## config.mk

```make
export PLATFORM = sky130hd
export DESIGN_NAME = rggen_atomic_wide_register
export DESIGN_NICKNAME = d
export VERILOG_FILES = /design/src/rtl/rggen_atomic_wide_register.sv
export SDC_FILE = /design/constraint.sdc
export NUM_CORES = 1
export LEC_CHECK = 0
export BUFFER_PORTS_ARGS = -buffer_cell sky130_fd_sc_hd__buf_4
export CORE_AREA = 2 2 170 172
export DETAILED_ROUTE_END_ITERATION = 8
export DIE_AREA = 0 0 172 174
export MAX_ROUTING_LAYER = met4
export PLACE_DENSITY = 0.56
export SLEW_MARGIN = 30
export SYNTH_ARGS = -nofsm -noshare
export SYNTH_HDL_FRONTEND = slang
export SYNTH_SLANG_ARGS = --single-unit
```

## constraint.sdc

```tcl
create_clock -name i_clk -period 4.36 [get_ports i_clk]
set_input_delay 0 -clock i_clk [delete_from_list [all_inputs] [get_ports i_clk]]
set_output_delay 0 -clock i_clk [all_outputs]
set_load 0.05 [all_outputs]
```

## src/rtl/rggen_atomic_wide_register.sv

```systemverilog
// Multi-word bus register: writes gather in holding slots and commit atomically on the last word;
// reads of word 0 optionally snapshot the whole register so later words return a coherent value.
module rggen_atomic_wide_register #(
    parameter logic                     READABLE       = 1'b1,
    parameter logic                     WRITABLE       = 1'b1,
    parameter int                       ADDRESS_WIDTH  = 8,
    parameter logic [ADDRESS_WIDTH-1:0] OFFSET_ADDRESS = '0,
    parameter int                       BUS_WIDTH      = 32,
    parameter int                       WORDS          = 2,
    parameter int                       DATA_WIDTH     = BUS_WIDTH * WORDS,
    parameter logic                     ATOMIC_READ    = 1'b1
) (
    input  logic                     i_clk,
    input  logic                     i_rst,
    input  logic                     i_register_valid,
    input  logic [1:0]               i_register_access,
    input  logic [ADDRESS_WIDTH-1:0] i_register_address,
    input  logic [BUS_WIDTH-1:0]     i_register_write_data,
    input  logic [BUS_WIDTH-1:0]     i_register_strobe,
    output logic                     o_register_active,
    output logic                     o_register_ready,
    output logic [1:0]               o_register_status,
    output logic [BUS_WIDTH-1:0]     o_register_read_data,
    output logic [DATA_WIDTH-1:0]    o_register_value,
    output logic                     o_bit_field_write_valid,
    output logic                     o_bit_field_read_valid,
    output logic [DATA_WIDTH-1:0]    o_bit_field_mask,
    output logic [DATA_WIDTH-1:0]    o_bit_field_write_data,
    input  logic [DATA_WIDTH-1:0]    i_bit_field_read_data,
    input  logic [DATA_WIDTH-1:0]    i_bit_field_value
);

    localparam int BYTE_LSB    = $clog2(BUS_WIDTH / 8);
    localparam int FULL_WIDTH  = BUS_WIDTH * WORDS;
    localparam int SLOTS       = (WORDS > 1) ? WORDS - 1 : 1;
    localparam int INDEX_WIDTH = (WORDS > 1) ? $clog2(WORDS) : 1;

    logic                     hit;
    logic [INDEX_WIDTH-1:0]   word_index;
    logic [ADDRESS_WIDTH-1:0] word_addr;
    logic                     is_last;
    logic                     read_req;
    logic                     write_req;
    logic                     read_ok;
    logic                     write_ok;
    logic                     commit;
    logic                     slot_write;
    logic                     snap_capture;
    logic                     use_snap;

    logic [SLOTS-1:0][BUS_WIDTH-1:0] slot_data_d,   slot_data_q;
    logic [SLOTS-1:0][BUS_WIDTH-1:0] slot_strobe_d, slot_strobe_q;
    logic [SLOTS-1:0]                pending_d,     pending_q;
    logic [FULL_WIDTH-1:0]           snap_data_d,   snap_data_q;
    logic                            snap_valid_d,  snap_valid_q;

    logic [FULL_WIDTH-1:0] full_read;
    logic [FULL_WIDTH-1:0] commit_data;
    logic [FULL_WIDTH-1:0] commit_mask;
    logic [BUS_WIDTH-1:0]  live_word;
    logic [BUS_WIDTH-1:0]  snap_word;

    // Byte-lane LSBs are shifted away so any byte address inside a word hits it.
    always_comb begin
        hit        = 1'b0;
        word_index = '0;
        word_addr  = '0;
        for (int unsigned k = 0; k < WORDS; k++) begin
            word_addr = OFFSET_ADDRESS + ADDRESS_WIDTH'(k * (BUS_WIDTH / 8));
            if ((i_register_address >> BYTE_LSB) == (word_addr >> BYTE_LSB)) begin
                hit        = 1'b1;
                word_index = INDEX_WIDTH'(k);
            end
        end
    end

    always_comb begin
        is_last      = (word_index == INDEX_WIDTH'(WORDS - 1));
        read_req     = o_register_ready && (i_register_access == 2'b10);
        write_req    = o_register_ready && i_register_access[0];
        read_ok      = read_req && READABLE && !i_rst;
        write_ok     = write_req && WRITABLE && !i_rst;
        commit       = write_ok && is_last;
        slot_write   = write_ok && !is_last;
        snap_capture = ATOMIC_READ && read_ok && (word_index == '0);
        use_snap     = ATOMIC_READ && snap_valid_q && (word_index != '0);
    end

    assign o_register_active = hit;
    assign o_register_ready  = i_register_valid && hit;
    assign o_register_status = ((read_req && !READABLE) || (write_req && !WRITABLE)) ? 2'b10 : 2'b00;
    assign o_register_value  = i_bit_field_value;

    always_comb begin
        slot_data_d   = slot_data_q;
        slot_strobe_d = slot_strobe_q;
        pending_d     = pending_q;
        if (commit) begin
            pending_d = '0;
        end else if (slot_write) begin
            for (int unsigned k = 0; k < SLOTS; k++) begin
                if (word_index == INDEX_WIDTH'(k)) begin
                    slot_data_d[k]   = i_register_write_data;
                    slot_strobe_d[k] = i_register_strobe;
                    pending_d[k]     = 1'b1;
                end
            end
        end
    end

    always_comb begin
        full_read    = FULL_WIDTH'(i_bit_field_read_data);
        snap_data_d  = snap_data_q;
        snap_valid_d = snap_valid_q;
        if (commit) begin
            snap_valid_d = 1'b0;
        end else if (snap_capture) begin
            snap_data_d  = full_read;
            snap_valid_d = 1'b1;
        end
    end

    always_ff @(posedge i_clk or posedge i_rst) begin
        if (i_rst) begin
            slot_data_q   <= '0;
            slot_strobe_q <= '0;
            pending_q     <= '0;
            snap_data_q   <= '0;
            snap_valid_q  <= 1'b0;
        end else begin
            slot_data_q   <= slot_data_d;
            slot_strobe_q <= slot_strobe_d;
            pending_q     <= pending_d;
            snap_data_q   <= snap_data_d;
            snap_valid_q  <= snap_valid_d;
        end
    end

    // Slots whose pending bit is clear still supply data but contribute no mask bits.
    always_comb begin
        commit_data = '0;
        commit_mask = '0;
        for (int unsigned k = 0; k + 1 < WORDS; k++) begin
            commit_data[k*BUS_WIDTH +: BUS_WIDTH] = slot_data_q[k];
            commit_mask[k*BUS_WIDTH +: BUS_WIDTH] = pending_q[k] ? slot_strobe_q[k] : '0;
        end
        commit_data[(WORDS-1)*BUS_WIDTH +: BUS_WIDTH] = i_register_write_data;
        commit_mask[(WORDS-1)*BUS_WIDTH +: BUS_WIDTH] = i_register_strobe;
    end

    always_comb begin
        live_word = '0;
        snap_word = '0;
        for (int unsigned k = 0; k < WORDS; k++) begin
            if (word_index == INDEX_WIDTH'(k)) begin
                live_word = full_read[k*BUS_WIDTH +: BUS_WIDTH];
                snap_word = snap_data_q[k*BUS_WIDTH +: BUS_WIDTH];
            end
        end
    end

    always_comb begin
        o_bit_field_write_valid = commit;
        o_bit_field_read_valid  = read_ok && !use_snap;
        o_bit_field_write_data  = '0;
        o_bit_field_mask        = '0;
        o_register_read_data    = '0;
        if (commit) begin
            o_bit_field_write_data = DATA_WIDTH'(commit_data);
            o_bit_field_mask       = DATA_WIDTH'(commit_mask);
        end else if (read_ok && !use_snap) begin
            o_bit_field_mask = '1;
        end
        if (read_ok) begin
            o_register_read_data = use_snap ? snap_word : live_word;
        end
    end

endmodule

```

==> reports/qor.txt <==
status - completed
Required @ worst endpoint - 4.36 ns
peak supply drop - 0.124 mV
hold_buf cts - 97
critical path's top delay family - buffers and inverters
worst path bufs/invs - 4
CTS Buf Count - 9
Die X-Extent - 172 µm
Avg Vias per Cell - 4.35
pin count of the biggest net entering global routing - 67
Worst R2R Setup Slack - 3.21 ns
top_reg_cell synth - dfrtp_1
DP Wirelength - 16400 µm
CP max stage delay - 0.54 ns
Layout fillers - 2968
yosys synthesis warning count - 0
Synth cell types - 29
setup_tns - 0 ns
Worst Path Arrival - 2.58 ns
slowest cell on the critical path - dlygate4sd3_1
Seq/Total Area, Yosys - 0.398
CTS tree - yes
Worst Setup SP - i_rst
H-Tree Depth - 3
CTS root buffer - clkbuf_16
Crit Path Class - input port to output pin
initial antenna violation count - 0
Initial Util - 0.218
cells along the critical path - dlygate4sd3_1 -> buf_4 -> nor3b_1 -> nand3_1 -> buf_4 -> a211oi_1 -> buf_4
top-count cell post-synth - dfrtp_1
CTS Buffer Depth - 2
P per Cell Area - 220 nW/µm²
synthesis-stage register bit count - 98
Post-synth EDFFs - 0
syn_area_per_cell - 9.74 µm²
CP Capture Point - o_register_read_data[3]
total iterations of the first detailed-routing run - 4
Syn Inst Count - 632
CTS resizes - 0
worst-skew pair later-pin latency - 0.34 ns
Worst setup EP type - output pin
Die ar. - 29900 µm²
Hold Path Class - input port to output pin
clock skew - 0 ns
post-synth top area share - 0.398
Core ar. - 28200 µm²
CP startpoint kind - input port
worst slew pin tran - 0.949 ns
final worst-path cycle share - 0.592
nets@finish - 1138
first-pass GRT wire length - 32500 µm
unrepaired setup endpoints after global routing - no
hold slack - 0.0000942 ns
static leakage - 4.83 nW
vias in the first global route - 5609
GP Congestion - 0.728
top cell types by occurrence after synthesis - dfrtp_1 (98), a21oi_1 (97), buf_4 (67), nand2_1 (67), and2_1 (65)
clk sink count - 98
Synth area leaders - dfrtp_1 (40%), mux2_1 (9.3%), mux2_2 (8.2%)
I/O pin cnt - 435
WP depth - 7
die height - 174 µm
total chip power - 0.00209 W
total gr overflow - 0
ys async rst share - 1.00
DR DRC count - 0
DR WL/cell - 17.0 µm
Slew Limit Fails - 0
fraction of layout cells with a size suffix above 1 - 0.409
final wirelength - 22500 µm
Port Buffers - 302
R2R Path Start - snap_valid_q
Area growth syn-to-layout - 54.8%
FF-to-FF path depth - 3
DRT iter0 DRCs - 251
maxcap violations - 0
# diodes - 0
relative slew slack - 0.368
FP Rows - 62
endpoints failing hold - 0
Setup Viol. Count Final - 0
CP most frequent cell - buf_4
dominant cell type by area after synthesis - dfrtp_1
FMAX - 388 MHz
GRT Resource Usage Total - 0.146
Post-CTS Repair Setup Buffers - 0
vias - 5756
crit-path max FO - 29
crit path time final - 2.58 ns
DRT antenna net count - 0
Worst R2R End - snap_valid_q
Cell Area, Synth - 6150 µm²
==> cell usage in the layout (no fill, tap or decap), drive strengths merged, types with 3 or more instances in the layout <==
cell type and instances:
mux2i 32, inv 7, dfrtp 98, nand2b 3, a211oi 32, and2 65, buf 316, a21oi 97
mux2 96, clkbuf 11, nand2 67, dlygate4sd3 97
==> worst min path at each step <==
stage	from	end	slack, ns	cells after the start
floorplan	i_bit_field_read_data[33]	snap_data_q[33]	0.13	1
global placement	i_bit_field_value[16]	o_register_value[16]	0.0003	0
global route	i_bit_field_value[1]	o_register_value[1]	0.0003	0
detailed placement	i_bit_field_value[16]	o_register_value[16]	0.0003	0
finish	i_bit_field_value[50]	o_register_value[50]	0.00009	0
CTS	i_bit_field_value[16]	o_register_value[16]	0.0003	0
==> logic make-up after synthesis <==
logic type | count (synthesis) | share of synthesized area
and+or+nand+nor | 147 | 0.127
AOI/OAI and AO/OA | 131 | 0.120
muxes | 128 | 0.228
buffers and inverters | 127 | 0.126
DFF | 98 | 0.398
other | 1 | 0.000609
==> worst register-to-register path, cell delays in order (launching register included) <==
cell     delay [ns]
dfrtp_2        0.35
buf_4          0.48
inv_1          0.08
o21ai_0        0.16
==> power by group <==
| group | switching [W] | total, W | internal, W | leakage [nW] |
|---|---|---|---|---|
| Sequential | 0.0000169 | 0.000963 | 0.000946 | 1.35 |
| Clock | 0.000383 | 0.000795 | 0.000412 | 0.138 |
| Combinational | 0.000143 | 0.000334 | 0.000191 | 3.34 |
==> metrics by stage <==
step | area, µm² | util | worst slack [ns] | std cells
after global placement | 8270 | 0.293 | 2.10 | 1209
after floorplan | 6160 | - | 1.80 | 633
after detailed placement | 8270 | 0.293 | 2.08 | 1209
final | 9530 | 0.337 | 1.78 | 1322
after CTS | 9520 | 0.337 | 1.75 | 1322
after global routing | 9530 | 0.337 | 1.67 | 1322
==> metal layers <==
metal,vias to the layer above,GRT usage,share of wire
li1,2701,-,-
met1,2729,0.147,0.36
met2,280,0.261,0.51
met3,46,0.0357,0.078
met4,0,0.0704,0.048
met5,-,-,0
==> sequential cells by signal, summed over array words and instances, names as in the netlist <==
signal,count
snap_data_q,32
pending_q,1
slot_data_q,32
slot_strobe_q,32
snap_valid_q,1
==> layout make-up <==
type,count,area [µm²],area share
Tap cell,384,480,0.0504
Inverter,3,13.8,0.00144
Multi-Input combinational cell,408,2950,0.310
Clock inverter,5,42.5,0.00446
Timing Repair Buffer,413,3340,0.351
Sequential cell,98,2450,0.257
Clock buffer,11,243,0.0255
Note: power is estimated with default switching activity, not from simulation.
